$ cat src/rtl/vga_fb_pkg.sv
// Shared constants and state encoding for the VGA framebuffer arbiter and timing generator.
package vga_fb_pkg;

    localparam int H_WORDS = 20;
    localparam int V_LINES = 240;
    localparam int ADDR_W  = 13;
    localparam int LB_AW   = 5;

    typedef enum logic [1:0] {
        IDLE  = 2'd0,
        FETCH = 2'd1,
        DRAIN = 2'd2,
        HOST  = 2'd3
    } fb_state_e;

    // 640x480 @ 60 Hz geometry: active, front porch, sync, back porch
    localparam int H_ACTIVE = 640;
    localparam int H_FRONT  = 16;
    localparam int H_SYNC   = 96;
    localparam int H_BACK   = 48;
    localparam int V_ACTIVE = 480;
    localparam int V_FRONT  = 10;
    localparam int V_SYNC   = 2;
    localparam int V_BACK   = 33;

endpackage

$ cat src/rtl/vga_fb_line_addr.sv
// Combinational framebuffer line -> base word address (line*20) and line range check.
module vga_fb_line_addr #(
    parameter int ADDR_W  = 13,
    parameter int V_LINES = 240
) (
    input  logic [7:0]        i_req_line,
    output logic [ADDR_W-1:0] o_base,
    output logic              o_in_range
);

    logic [ADDR_W-1:0] w_line;

    assign w_line     = ADDR_W'(i_req_line);
    // x20 as x16 + x4, so no multiplier is needed
    assign o_base     = (w_line << 4) + (w_line << 2);
    assign o_in_range = (32'(i_req_line) < 32'(V_LINES));

endmodule

$ cat src/rtl/vga_fb_arbiter.sv
// Single-port framebuffer RAM arbiter: scanline fetch (always wins) vs host writes.
// Optional sticky fetch_overrun output is enabled by defining VGA_FB_OVERRUN_EN.
module vga_fb_arbiter #(
    parameter int H_WORDS = vga_fb_pkg::H_WORDS,
    parameter int V_LINES = vga_fb_pkg::V_LINES,
    parameter int ADDR_W  = vga_fb_pkg::ADDR_W
) (
    input  logic              CLK,
    input  logic              RESET_N,
    input  logic              line_req,
    input  logic [7:0]        req_line,
    input  logic              wr_valid,
    output logic              wr_ready,
    input  logic [ADDR_W-1:0] wr_addr,
    input  logic [15:0]       wr_data,
    output logic [ADDR_W-1:0] mem_addr,
    output logic              mem_we,
    output logic [15:0]       mem_wdata,
    input  logic [15:0]       mem_rdata,
    output logic              lb_we,
    output logic              lb_bank,
    output logic [4:0]        lb_addr,
    output logic [15:0]       lb_wdata,
`ifdef VGA_FB_OVERRUN_EN
    output logic              fetch_overrun,
`endif
    output logic              fetch_done
);

    import vga_fb_pkg::*;

    localparam logic [1:0] S_IDLE  = 2'(IDLE);
    localparam logic [1:0] S_FETCH = 2'(FETCH);
    localparam logic [1:0] S_DRAIN = 2'(DRAIN);
    localparam logic [1:0] S_HOST  = 2'(HOST);

    logic [1:0]        r_state;
    logic [LB_AW-1:0]  r_cnt;
    logic [ADDR_W-1:0] r_base;
    logic              r_bank;
    logic [ADDR_W-1:0] r_mem_addr;
    logic              r_mem_we;
    logic [15:0]       r_mem_wdata;
    logic              r_lb_we;
    logic [LB_AW-1:0]  r_lb_addr;
    logic              r_fetch_done;

    logic [ADDR_W-1:0] w_base;
    logic              w_in_range;
    logic              w_arb_free;
    logic              w_start;
    logic              w_accept;
    logic              w_last;
    logic [LB_AW-1:0]  w_cnt_inc;

    vga_fb_line_addr #(
        .ADDR_W  (ADDR_W),
        .V_LINES (V_LINES)
    ) u_line_addr (
        .i_req_line (req_line),
        .o_base     (w_base),
        .o_in_range (w_in_range)
    );

    assign w_arb_free = (r_state == S_IDLE) || (r_state == S_HOST);
    assign w_start    = w_arb_free && line_req && w_in_range;
    // RESET_N gating keeps wr_ready low for the whole reset, including before the first edge
    assign wr_ready   = RESET_N && w_arb_free && !line_req;
    assign w_accept   = wr_valid && wr_ready;
    assign w_last     = (r_cnt == LB_AW'(H_WORDS - 1));
    assign w_cnt_inc  = r_cnt + LB_AW'(1);

    always_ff @(posedge CLK) begin
        if (!RESET_N) begin
            r_state      <= S_IDLE;
            r_cnt        <= '0;
            r_base       <= '0;
            r_bank       <= 1'b0;
            r_mem_addr   <= '0;
            r_mem_we     <= 1'b0;
            r_mem_wdata  <= '0;
            r_lb_we      <= 1'b0;
            r_lb_addr    <= '0;
            r_fetch_done <= 1'b0;
        end else begin
            // line-buffer side trails the RAM address by the one-cycle read latency
            r_lb_we      <= (r_state == S_FETCH);
            r_lb_addr    <= r_cnt;
            r_fetch_done <= (r_state == S_FETCH) && w_last;
            r_mem_we     <= 1'b0;
            case (r_state)
                S_IDLE, S_HOST: begin
                    if (w_start) begin
                        r_state    <= S_FETCH;
                        r_cnt      <= '0;
                        r_base     <= w_base;
                        r_bank     <= req_line[0];
                        r_mem_addr <= w_base;
                    end else if (w_accept) begin
                        r_state     <= S_HOST;
                        r_mem_we    <= 1'b1;
                        r_mem_addr  <= wr_addr;
                        r_mem_wdata <= wr_data;
                    end else begin
                        r_state <= S_IDLE;
                    end
                end
                S_FETCH: begin
                    if (w_last) begin
                        r_state <= S_DRAIN;
                    end else begin
                        r_cnt      <= w_cnt_inc;
                        r_mem_addr <= r_base + {{(ADDR_W - LB_AW){1'b0}}, w_cnt_inc};
                    end
                end
                S_DRAIN: r_state <= S_IDLE;
                default: r_state <= S_IDLE;
            endcase
        end
    end

`ifdef VGA_FB_OVERRUN_EN
    logic r_overrun;

    always_ff @(posedge CLK) begin
        if (!RESET_N) begin
            r_overrun <= 1'b0;
        end else if (line_req && ((r_state == S_FETCH) || (r_state == S_DRAIN))) begin
            r_overrun <= 1'b1;
        end
    end

    assign fetch_overrun = r_overrun;
`endif

    assign mem_addr   = r_mem_addr;
    assign mem_we     = r_mem_we;
    assign mem_wdata  = r_mem_wdata;
    assign lb_we      = r_lb_we;
    assign lb_bank    = r_bank;
    assign lb_addr    = r_lb_addr;
    assign lb_wdata   = mem_rdata;
    assign fetch_done = r_fetch_done;

endmodule

$ cat config.mk
export PLATFORM = sky130hd
export DESIGN_NAME = vga_fb_arbiter
export DESIGN_NICKNAME = d
export VERILOG_FILES = /design/src/rtl/vga_fb_pkg.sv /design/src/rtl/vga_fb_line_addr.sv /design/src/rtl/vga_fb_arbiter.sv
export SDC_FILE = /design/constraint.sdc
export NUM_CORES = 1
export LEC_CHECK = 0
export CORE_ASPECT_RATIO = 0.9
export CORE_MARGIN = 4
export CORE_UTILIZATION = 30
export DETAILED_ROUTE_END_ITERATION = 12
export PLACE_DENSITY = 0.65
export SETUP_SLACK_MARGIN = 0.3
export SLEW_MARGIN = 10
export SYNTH_ARGS = -nofsm -noshare
export SYNTH_HDL_FRONTEND = slang
export SYNTH_SLANG_ARGS = --single-unit
$ cat constraint.sdc
create_clock -name CLK -period 2.7 [get_ports CLK]
set_input_delay 0.405 -clock CLK [delete_from_list [all_inputs] [get_ports CLK]]
set_output_delay 0.405 -clock CLK [all_outputs]
set_load 0.005 [all_outputs]
Word-level counts from Yosys, hierarchy flattened. Index checks and enable logic that the tools add are counted.

Shifts and indexed selects: 0. Magnitude comparators: 1. Div/mod/pow operators: 0. Bitwise logic cells: 3. Multipliers: 0. Add/subtract/negate cells: 3. Muxes and demuxes: 12. Reduce and logical (&&, ||, !) cells: 16. Equality and inequality tests: 8.

Operators with widths (count): two-way mux 13 bit (3); case mux 13 bit (2 select lines) (1); adder 12 x 10 -> 13 bit (1); adder 13 x 5 -> 13 bit (1); two-way mux 5 bit (2); case mux 5 bit (2 select lines) (1); AND reduction 3 bit (3); < comparator 8 bit (second input constant) (1); logical AND 1 bit (6); two-way mux 2 bit (3); inequality test 2 bit (second input constant) (3); case mux 2 bit (3 select lines) (1); adder 5 x 1 -> 5 bit (second input constant) (1); == test 5 bit (second input constant) (1); == test 2 bit (second input constant) (2); inequality test 3 bit (second input constant) (1); inverter 1 bit (3); OR reduction 3 bit (1); == test 2 x 1 -> 1 bit (second input constant) (1); logical NOT 2 bit (1); AND reduction 2 bit (1); nonzero test 2 bit (1); OR reduction 2 bit (1); logical NOT 1 bit (1); 2 further kinds (2).

Word-level logic and storage cells: 53. Bits in read-only memories: 0. Output and inout port bits: 55. Input bits: 57. Memories: 0. Memory bits (writable): 0. Latch bits: 0. Register bits: 58.

Longest topological paths before layout. Gate-level depths: netlist (run 1).

Word-level depth: 8. Mapped depth: 11. Depth with buffers taken out: 9.

Cells and area by module. A second synthesis (run 1) with hierarchy kept.

Cell total of the unflattened synthesis: 389. Area, all modules: 3245.6 µm².

By module, submodules not included: vga_fb_arbiter (cells an instance 351, times used 1, sequential area each 1161.1 µm², area each 2941.6 µm²); vga_fb_line_addr (cells an instance 38, times used 1, sequential area each 0.0 µm², area each 304.0 µm²).

Least setup slack after synthesis (run 1). OpenSTA, ideal clock, no wires.

Path type: reg2reg. Start: register r_cnt[0]. End: register r_mem_addr[12] (netlist: mem_addr[12]). Buffers on the path: 0. Clock period less this slack: 2.338 ns. Cell stages (with the launch flop): 10. Path slack: 0.362 ns. Library setup time: 0.070 ns. Required time: 2.630 ns. Arrival: 2.268 ns. Path through: dfxtp_1 > ha_1 > xor2_1 > ha_1 > fa_1 > a21oi_1 > nor4_1 > xnor2_1 > a221o_1 > a21oi_1.

Longest elaborated chain between the ends: 4. Elaborated cells on any way between the ends: 7. Those cells by class: add/sub (2); eq/ne (2); mux (2); reduce/logical (1).

RTL lines: from (decl) (line vga_fb_arbiter.sv:38) `logic [LB_AW-1:0] r_cnt;`; from (signal assigned) (line vga_fb_arbiter.sv:112) `r_cnt <= w_cnt_inc;`; adder 5 x 1 -> 5 bit (line vga_fb_arbiter.sv:71) `assign w_cnt_inc = r_cnt + LB_AW'(1);`; adder 13 x 5 -> 13 bit (line vga_fb_arbiter.sv:113) `r_mem_addr <= r_base + {{(ADDR_W - LB_AW){1'b0}}, w_cnt_inc};`; two-way mux 13 bit (line vga_fb_arbiter.sv:109) `if (w_last) begin`; case mux 13 bit (2 select lines) (line vga_fb_arbiter.sv:91) `case (r_state)`; to (signal assigned) (line vga_fb_arbiter.sv:98) `r_mem_addr <= w_base;`; to (signal assigned) (line vga_fb_arbiter.sv:102) `r_mem_addr <= wr_addr;`; to (signal assigned) (line vga_fb_arbiter.sv:113); to (decl) (line vga_fb_arbiter.sv:41) `logic [ADDR_W-1:0] r_mem_addr;`.

Several ways; a longest one is shown, not always the timed one. The select of a mux whose other input is x is not followed. A chain may end at the register's enable or synchronous reset.

Worst setup path in the final report (run 1).
Start: register r_state[1]. End: output wr_ready.

Longest elaborated chain between the ends: 4. Elaborated cells on any way between the ends: 5. Those cells by class: eq/ne (1); reduce/logical (4).

RTL lines: from (decl) (line vga_fb_arbiter.sv:37) `logic [1:0] r_state;`; from (signal assigned) (line vga_fb_arbiter.sv:75) `r_state <= S_IDLE;`; from (signal assigned) (line vga_fb_arbiter.sv:94) `r_state <= S_FETCH;`; from (signal assigned) (line vga_fb_arbiter.sv:100) `r_state <= S_HOST;`; == test 2 bit / logical NOT 2 bit (equally long branches) (line vga_fb_arbiter.sv:65) `assign w_arb_free = (r_state == S_IDLE) || (r_state == S_HOST);`; logical OR 1 bit (*) (line vga_fb_arbiter.sv:65); logical AND 1 bit (*) (2 in a row) (line vga_fb_arbiter.sv:68) `assign wr_ready = RESET_N && w_arb_free && !line_req;`; to (decl) (line vga_fb_arbiter.sv:13) `output logic wr_ready,`.

Mark *: on every way between the ends. The rest lies on a longest branch, timed or not.

==> results of run 1 <==
## metal layers
layer	up-vias	wire length, um	track usage
li1	1326	-	-
met4	0	69	0.0299
met5	-	0	0
met3	10	529	0.0336
met1	1243	3500	0.176
met2	83	3690	0.244
## power groups by stage
| stage | combinational [W] | clock [W] | sequential (W) |
|---|---|---|---|
| 2_1_floorplan | 0.000430 | 0 | 0.000979 |
| 3_3_place_gp | 0.000744 | 0 | 0.000984 |
| 3_5_place_dp | 0.000750 | 0 | 0.000984 |
| 4_1_cts | 0.000757 | 0.000476 | 0.000967 |
| 5_1_grt | 0.000844 | 0.000514 | 0.000982 |
| 6_report | 0.000768 | 0.000452 | 0.000969 |
## worst register-to-register path, delay by kind of cell (launching register included)
family / cells / cell delay (ps)
simple gates: 2 / 480
buf+inv: 3 / 420
fa+ha+maj: 1 / 430
flops: 1 / 340
compound gates: 3 / 520
## how the worst max path moves through the flow
| stage | start | endpoint | slack [ps] | depth (start not counted) |
|---|---|---|---|---|
| after floorplan | r_cnt[0] | mem_addr[12] | 360 | 9 |
| after global placement | req_line[0] | mem_addr[12] | 50 | 9 |
| after detailed placement | req_line[0] | mem_addr[10] | -50 | 9 |
| after CTS | r_cnt[0] | mem_addr[12] | 300 | 9 |
| after global routing | r_cnt[0] | mem_addr[12] | 250 | 9 |
| final | r_state[1] | wr_ready | 420 | 4 |
## cells by family after synthesis
| logic type | after synthesis | synth area share |
|---|---|---|
| XOR/XNOR | 12 | 0.0365 |
| adder cells (fa/ha/maj) | 13 | 0.0617 |
| flip-flops | 55 | 0.382 |
| AO/OA/AOI/OAI | 87 | 0.205 |
| multiplexers | 2 | 0.00782 |
| buffers and inverters | 47 | 0.0929 |
| AND/OR/NAND/NOR | 131 | 0.214 |
## placed cells by master, fill, tap and decap left out, types with 2 or more instances in the layout
cell,netlist,final
ha_2,0,4
dfxtp_1,55,54
and4_1,4,4
o31ai_1,3,3
xor2_1,5,4
nand2_1,61,61
o21ai_0,10,9
ha_1,11,6
mux2_2,2,2
a21oi_2,0,2
a21o_1,2,2
buf_4,16,10
clkbuf_8,0,6
nand3_1,14,14
a21oi_1,37,35
a221o_1,2,2
nand2b_1,3,3
a311oi_1,4,4
xnor2_1,7,6
fa_2,0,2
or4_1,3,3
nand4_1,2,2
o211a_1,2,2
o211ai_1,2,2
nor3_1,5,5
a311o_1,3,3
nor2_1,21,21
clkdlybuf4s50_1,0,79
inv_1,12,12
and2_1,5,5
and3_1,3,3
o21ai_1,1,2
a211oi_1,9,9
## per-stage QoR
| step | std cells | util | hold slack [ps] | setup WS [ps] | power (W) |
|---|---|---|---|---|---|
| after floorplan | 347 | - | 441 | 362 | 0.00141 |
| final | 532 | 0.418 | 458 | 425 | 0.00219 |
| after global placement | 525 | 0.400 | 443 | 45.5 | 0.00173 |
| after global routing | 532 | 0.418 | 474 | 246 | 0.00234 |
| after detailed placement | 525 | 0.400 | 448 | -51.3 | 0.00173 |
| after CTS | 532 | 0.411 | 460 | 295 | 0.00220 |
## what timing repair did
item	in CTS	in global routing
endpoints found under the setup margin	2	12
hold endpoints to repair	0	0
hold buffers	0	0
pin swaps	0	1
resized for setup	3	18
## synth_stat cells (4+ instances only)
master,instances,area share
a211oi_1,9,0.023
ha_1,11,0.048
xnor2_1,7,0.021
nor2_1,21,0.027
nand2_1,61,0.079
inv_1,12,0.016
and4_1,4,0.012
buf_4,16,0.042
clkbuf_1,9,0.012
a21oi_1,37,0.064
and2_1,5,0.011
a311oi_1,4,0.012
xor2_1,5,0.015
dfxtp_1,55,0.38
buf_2,5,0.0087
o21ai_0,10,0.017
nor3_1,5,0.0087
nand3_1,14,0.024
## area by class of cell
type | count | area (um2) | area share
Clock inverter | 1 | 5.00 | 0.00129
Sequential cell | 55 | 1100 | 0.285
Multi-Input combinational cell | 245 | 1590 | 0.410
Timing Repair Buffer | 90 | 886 | 0.229
Inverter | 13 | 53.8 | 0.0139
Tap cell | 122 | 153 | 0.0394
Clock buffer | 6 | 82.6 | 0.0213
## sequential cells by signal, indices dropped and copies added (netlist names)
signal      flops
r_cnt           5
mem_we          1
mem_addr       13
lb_we           1
lb_addr         5
fetch_done      1
r_state         2
r_base         11
mem_wdata      16
==> results_dict.tcl, run 1 <==
set metrics [dict create \
    die_area_um2 11200 \
    n_antenna_cell 0 \
    synth_area_um2 2880 \
    crit_fanout 8 \
    worst_pin_slew_ps 450 \
    hold_path_depth 2 \
    tns_ps 0 \
    grt_start_max_net_pins 38 \
    cp_top_family "buffers and inverters" \
    start_util 0.312 \
    slowest_delay_ps 550 \
    cts_root_buf "clkbuf_8" \
    hold_start "mem_addr[4]" \
    start_kind "register" \
    rrSetupSlack_ps 450 \
    sw_frac_of_total 0.320 \
    arrival_ps 1870 \
    clockBufferDepth 2 \
    path_buf_inv 2 \
    nFillCells 935 \
    hold_violations 0 \
    firstDrtPassIters 4 \
    io-pin-count 112 \
    status "completed" \
    wirelength_mm 7.79 \
    period_share 0.843 \
    ys_async_sr_fraction 0 \
    reg2reg_from "r_state[1]" \
    place_hpwl_mm 5.71 \
    grt_usage 0.139 \
    fin_area_um2 3870 \
    rr_endpoint "mem_addr[3]" \
    die_w_um 111 \
    cp_slowest_cell "clkdlybuf4s50_1" \
    synth_nets 417 \
    rows 33 \
    max_clock_freq_mhz 440 \
    fin_crit_ps 2280 \
    clock_sinks 55 \
    reg2reg_depth 9 \
    drc 0 \
    post_cts_buffers 0 \
    critPathRequiredTime_ps 2300 \
    path_class "register to output pin" \
    wl_per_cell_um 14.6 \
    dpl_cell_area_um2 3700 \
    vias 2662 \
    finalSetupViolations 0 \
    cts_tree "yes" \
    crit_chain "inv_1, ha_2, nor3b_1, clkdlybuf4s50_1" \
    first_iter_violations 212 \
    endpoint_kind "output pin" \
    clock_skew_ps 11.3 \
    clkPwrFrac 0.207 \
    maxSlewViolCount 0 \
    hold_class "register to register" \
    grt_pass1_wl_mm 12.9 \
    syn2layout_area_growth_pct 34.3 \
    syn_inst 347 \
    antenna_found_initial 0 \
    internal_power_w 0.00149 \
    port_buffers 79 \
    cts_htree_levels 2 \
    core_area_um2 9250 \
    powerDensity_nw_per_um2 566 \
    p_seq_frac 0.443 \
    place.gp.congestion 0.821 \
    p_comb_frac 0.351 \
    ys_types 53 \
    cts_buffers 5 \
    avgSynthCellArea_um2 8.30 \
    grt-ovfl-total 0 \
    seq_area_frac_synth 0.382 \
    power.leakage_nw 1.44 \
    synth_enable_flop_cells 0 \
    ys.flop_type "dfxtp_1" \
    grt_pass1_vias 2692 \
    p_sw_w 0.000701 \
    yosysWarnings 0 \
    holdPathEnd "mem_addr[4]" \
    ys_seq_elements 55 \
    maxSlewHeadroom 0.698 \
    clk_latency_ps 310 \
    viasPerCell 5.00 \
    final_nets 480 \
    maxCapViolations 0 \
    grt_setup_unrepaired "yes" \
    ir_drop_v 0.000196 \
    dieHeight_um 101 \
    cts.clk_slew.worst_paths_ps 90 \
    ant_nets 0 \
    drive_above_1_share 0.107 \
]
No activity file was read; power rests on OpenSTA's default activity.
==> run 2, diff against run 1 <==
--- a/config.mk
+++ b/config.mk
@@ -9,7 +9,7 @@
 export CORE_MARGIN = 4
 export CORE_UTILIZATION = 30
 export DETAILED_ROUTE_END_ITERATION = 12
-export PLACE_DENSITY = 0.65
+export PLACE_DENSITY = 0.67
 export SETUP_SLACK_MARGIN = 0.3
 export SLEW_MARGIN = 10
 export SYNTH_ARGS = -nofsm -noshare
==> constraint.sdc (replaced) <==
create_clock -name CLK -period 1.91 [get_ports CLK]
set_input_delay 0.2865 -clock CLK [delete_from_list [all_inputs] [get_ports CLK]]
set_output_delay 0.2865 -clock CLK [all_outputs]
set_load 0.005 [all_outputs]
==> results_dict.tcl, run 2 (synthesis results as in run 1) <==
set metrics [dict create \
    finalSetupViolations 9 \
    cts_hold_buf 0 \
    layout_commonest_cell "clkdlybuf4s50_1" \
    p_sw_w 0.00127 \
    place.gp.congestion 0.840 \
    core_area_um2 9250 \
    grt-ovfl-total 0 \
    grt_start_max_net_pins 22 \
    power.total_w 0.00384 \
    cts.clk_slew.worst_paths_ps 110 \
    power.leakage_nw 2.01 \
    firstDrtPassIters 4 \
    clkPwrFrac 0.208 \
    place_inst 569 \
    maxSlewHeadroom 0.724 \
    wl_per_cell_um 16.1 \
    cts_root_buf "clkbuf_8" \
    cts_buffers 5 \
    hold_class "input port to register" \
    period_share 1.15 \
    path_class "register to register" \
    hold_slack_ps 328 \
    syn2layout_area_growth_pct 75.2 \
    start_kind "register" \
    drive_above_1_share 0.396 \
    rows 33 \
    place_hpwl_mm 6.50 \
    met1_length_mm 4.09 \
    fin_crit_ps 2190 \
    status "finished, violations left" \
    start_util 0.312 \
    viasPerCell 5.12 \
    clk_latency_ps 320 \
    dp_slack_ps -559 \
    grt_pass1_wl_mm 15.2 \
    largest_register_ffs 16 \
    ant_nets 0 \
    fin_ws_ps -279 \
    top_layer_used "met4" \
    hold_violations 0 \
    ir_drop_v 0.000519 \
    drc 0 \
    clock_sinks 55 \
    maxCapViolations 0 \
    maxSlewViolCount 0 \
    hold_path_depth 3 \
    final_cell_mix "clkdlybuf4s50_1 (70), buf_4 (56), dfxtp_1 (51)" \
    die_area_um2 11200 \
    critPathRequiredTime_ps 2150 \
    powerDensity_nw_per_um2 761 \
    final_nets 546 \
    tns_ps -1580 \
    endpoint_kind "register" \
    io-pin-count 112 \
    nFillCells 819 \
    internal_power_w 0.00257 \
    cts_htree_levels 2 \
    cts_tree "yes" \
    wl_met3_um 514 \
    crit_fanout 4 \
    dieHeight_um 101 \
    sw_frac_of_total 0.330 \
    rrSetupSlack_ps -280 \
    first_iter_violations 154 \
    clock_skew_ps 14.6 \
    arrival_ps 2430 \
    grt_usage 0.165 \
    clockBufferDepth 2 \
    port_buffers 79 \
    n_antenna_cell 0 \
    die_w_um 111 \
    p_seq_frac 0.360 \
    worst_pin_slew_ps 411 \
    stdcell_count 599 \
    grt_pass1_vias 3073 \
    grt_setup_unrepaired "yes" \
    p_comb_frac 0.432 \
    vias 3067 \
    antenna_found_initial 0 \
    wl_met2_mm 4.86 \
    failed_checks "setup timing" \
    wirelength_mm 9.67 \
    reg2reg_depth 9 \
    max_clock_freq_mhz 457 \
]
-- run 2: cell count changes in the layout (fill, tap and decap cells not counted), sizes merged, moves of 3 or more --
cell	change
dlygate4sd2	+3
clkbuf	+3
clkdlybuf4s50	-9
buf	+68
-- run 2: worst paths after layout --
kind | from | endpoint
hold / removal | req_line[1] | r_base[3]
hold reg to reg | mem_addr[3] | mem_addr[3]
setup / recovery | r_cnt[0] | mem_addr[12]
setup reg to reg | r_cnt[0] | mem_addr[12]
-- run 2: timing repair --
item	4_1_cts	5_1_grt
gates cloned	3	1
pin swaps	19	26
resized for setup	112	45
setup buffers	12	6
setup endpoints to repair	45	46
-- run 2: final cells by class --
cell class / instances / area, um2 / area share
Tap cell: 122 / 153 / 0.0302
Sequential cell: 55 / 1110 / 0.220
Clock inverter: 3 / 46.3 / 0.00917
Clock buffer: 5 / 68.8 / 0.0136
Timing Repair Buffer: 156 / 1510 / 0.300
Multi-Input combinational cell: 245 / 2110 / 0.417
Inverter: 13 / 53.8 / 0.0107
-- run 2: worst max-delay path: stages (launching register included) --
cell     delay [ps]
dfxtp_4         380
ha_4            180
xor2_1          150
ha_2            190
fa_2            370
a21oi_4         180
nor4_4           70
xnor2_1         130
a221o_1         350
a21oi_1         130
-- run 2: power by group through the flow --
| stage | clock network [W] | registers (W) | logic (W) |
|---|---|---|---|
| 6_report | 0.000800 | 0.00138 | 0.00166 |
| 3_5_place_dp | 0 | 0.00140 | 0.00128 |
| 2_1_floorplan | 0 | 0.00139 | 0.000704 |
| 4_1_cts | 0.000822 | 0.00138 | 0.00154 |
| 3_3_place_gp | 0 | 0.00140 | 0.00126 |
| 5_1_grt | 0.000870 | 0.00140 | 0.00178 |
-- run 2: metrics by stage --
| step | cell area (um2) | util |
|---|---|---|
| final | 5050 | 0.546 |
| after global routing | 5050 | 0.546 |
| after CTS | 4820 | 0.521 |
| after detailed placement | 4160 | 0.449 |
| after global placement | 4160 | 0.449 |
| after floorplan | 3030 | - |
-- run 2: per-layer routing --
layer  track usage  vias up
li1              -     1475
met1         0.205     1465
met2         0.290      111
met3        0.0336       16
met4        0.0505        0
met5             0        -
==> run 3, diff against run 2 <==
--- a/config.mk
+++ b/config.mk
@@ -5,11 +5,14 @@
 export SDC_FILE = /design/constraint.sdc
 export NUM_CORES = 1
 export LEC_CHECK = 0
+export CELL_PAD_IN_SITES_DETAIL_PLACEMENT = 1
+export CELL_PAD_IN_SITES_GLOBAL_PLACEMENT = 1
 export CORE_ASPECT_RATIO = 0.9
 export CORE_MARGIN = 4
-export CORE_UTILIZATION = 30
+export CORE_UTILIZATION = 28
 export DETAILED_ROUTE_END_ITERATION = 12
-export PLACE_DENSITY = 0.67
+export MAX_ROUTING_LAYER = met4
+export PLACE_DENSITY = 0.82
 export SETUP_SLACK_MARGIN = 0.3
 export SLEW_MARGIN = 10
 export SYNTH_ARGS = -nofsm -noshare
==> results_dict.tcl, run 3 (synthesis results as in run 1) <==
set metrics [dict create \
    port_buffers 79 \
    reg2reg_depth 10 \
    largest_register_ffs 16 \
    clockBufferDepth 2 \
    endpoint_kind "register" \
    grt_pass1_wl_mm 21.1 \
    hold_slack_ps 328 \
    dp_slack_ps -679 \
    nFillCells 1106 \
    crit_chain "ha_4, xor2_2, ha_2, fa_2, buf_4, buf_6, xor2_2, nor2_2, a311o_1, a21oi_1" \
    layout_commonest_cell "clkdlybuf4s50_1" \
    top_layer_used "met4" \
    fin_ws_ps -477 \
    cts_buffers 5 \
    clk_latency_ps 300 \
    vias 3477 \
    antenna_found_initial 1 \
    worst_pin_slew_ps 417 \
    place_hpwl_mm 8.01 \
    start_kind "register" \
    clock_skew_ps 8.36 \
    cts_htree_levels 2 \
    die_w_um 115 \
    rows 34 \
    firstDrtPassIters 5 \
    critPathRequiredTime_ps 2130 \
    dieHeight_um 104 \
    fin_util 0.538 \
    crit_top_cell "xor2_2" \
    maxSlewHeadroom 0.720 \
    fin_area_um2 5310 \
    ant_nets 0 \
    grt_setup_unrepaired "yes" \
    viasPerCell 5.66 \
    period_share 1.25 \
    finalSetupViolations 12 \
    clock_sinks 55 \
    grt_pass1_vias 3671 \
    maxCapViolations 0 \
    first_iter_violations 269 \
    drive_above_1_share 0.450 \
    cts.clk_slew.worst_paths_ps 70 \
    start_util 0.292 \
    hold_class "input port to register" \
    grt-ovfl-total 0 \
    max_clock_freq_mhz 419 \
    powerDensity_nw_per_um2 817 \
    fin_crit_ps 2390 \
    hold_path_depth 3 \
    final_nets 556 \
    maxSlewViolCount 0 \
    grt_start_max_net_pins 24 \
    io-pin-count 112 \
    place.gp.congestion 0.888 \
    wl_per_cell_um 24.4 \
    syn2layout_area_growth_pct 84.4 \
    met1_length_mm 5.66 \
    path_class "register to register" \
    arrival_ps 2600 \
    slowest_delay_ps 370 \
    power.leakage_nw 2.13 \
    ir_drop_v 0.000718 \
    status "finished, violations left" \
    grt_usage 0.232 \
    wl_met3_um 916 \
    dpl_cell_area_um2 4180 \
    failed_checks "setup timing" \
    crit_fanout 3 \
    cp_slowest_cell "dfxtp_4" \
    hold_violations 0 \
    final_cell_mix "clkdlybuf4s50_1 (69), buf_4 (54), dfxtp_1 (50)" \
    cts_tree "yes" \
    drc 0 \
    wirelength_mm 15.0 \
    core_area_um2 9870 \
    wl_met2_mm 7.71 \
    cts_root_buf "clkbuf_16" \
    die_area_um2 12000 \
]
-- run 3: cell count changes in the layout (fill, tap and decap cells not counted), sizes merged --
cell           delta
clkdlybuf4s50     -1
or2               +1
clkdlybuf4s15     +2
diode             +1
buf              +10
dlymetal6s2s      +1
clkinvlp          -1
bufinv            -1
clkbuf            -1
-- run 3: final cells by class --
type	instances	area (um2)	area share
Antenna cell	1	2.50	0.000471
Clock buffer	7	143	0.0268
Clock inverter	1	8.76	0.00165
Inverter	13	53.8	0.0101
Multi-Input combinational cell	246	2200	0.414
Sequential cell	55	1110	0.209
Tap cell	126	158	0.0297
Timing Repair Buffer	165	1640	0.308
-- run 3: power breakdown --
group | internal [W] | switching [W] | total (W)
combinational | 0.000993 | 0.000974 | 0.00197
sequential | 0.00128 | 0.000123 | 0.00140
clock | 0.000527 | 0.000444 | 0.000971
total | 0.00280 | 0.00154 | 0.00434
-- run 3: worst paths after layout --
kind	to	start	slack, ps
max	mem_addr[4]	r_cnt[0]	-480
min	r_base[2]	req_line[0]	330
max reg2reg	mem_addr[4]	r_cnt[0]	-480
min reg2reg	mem_addr[6]	mem_addr[6]	460
-- run 3: stage by stage --
step / power (W) / instances / TNS, ps
2_1_floorplan: 0.00209 / 347 / -301
4_1_cts: 0.00409 / 605 / -1510
5_1_grt: 0.00450 / 614 / -3670
3_5_place_dp: 0.00274 / 577 / -8820
3_3_place_gp: 0.00268 / 577 / -6770
6_report: 0.00434 / 614 / -2870
-- run 3: worst max-delay path, delay by kind of cell (launching register included) --
kind / cells / cell delay (ps)
AO/OA/AOI/OAI: 2 / 510
buffers and inverters: 2 / 260
adder cells (fa/ha/maj): 3 / 740
flip-flops: 1 / 370
XOR/XNOR: 2 / 330
AND/OR/NAND/NOR: 1 / 80
-- run 3: metal layers --
layer | global-route usage | vias up
li1 | - | 1490
met2 | 0.388 | 193
met3 | 0.0448 | 78
met4 | 0.0956 | 0
met1 | 0.270 | 1716
met5 | - | -
-- run 3: repair_timing --
item	4_1_cts	5_1_grt
hold buffers	0	0
setup buffers	16	7
endpoints found under the setup margin	47	48
hold endpoints to repair	0	0
gates cloned	4	1
resized for setup	154	44
pin swaps	41	17
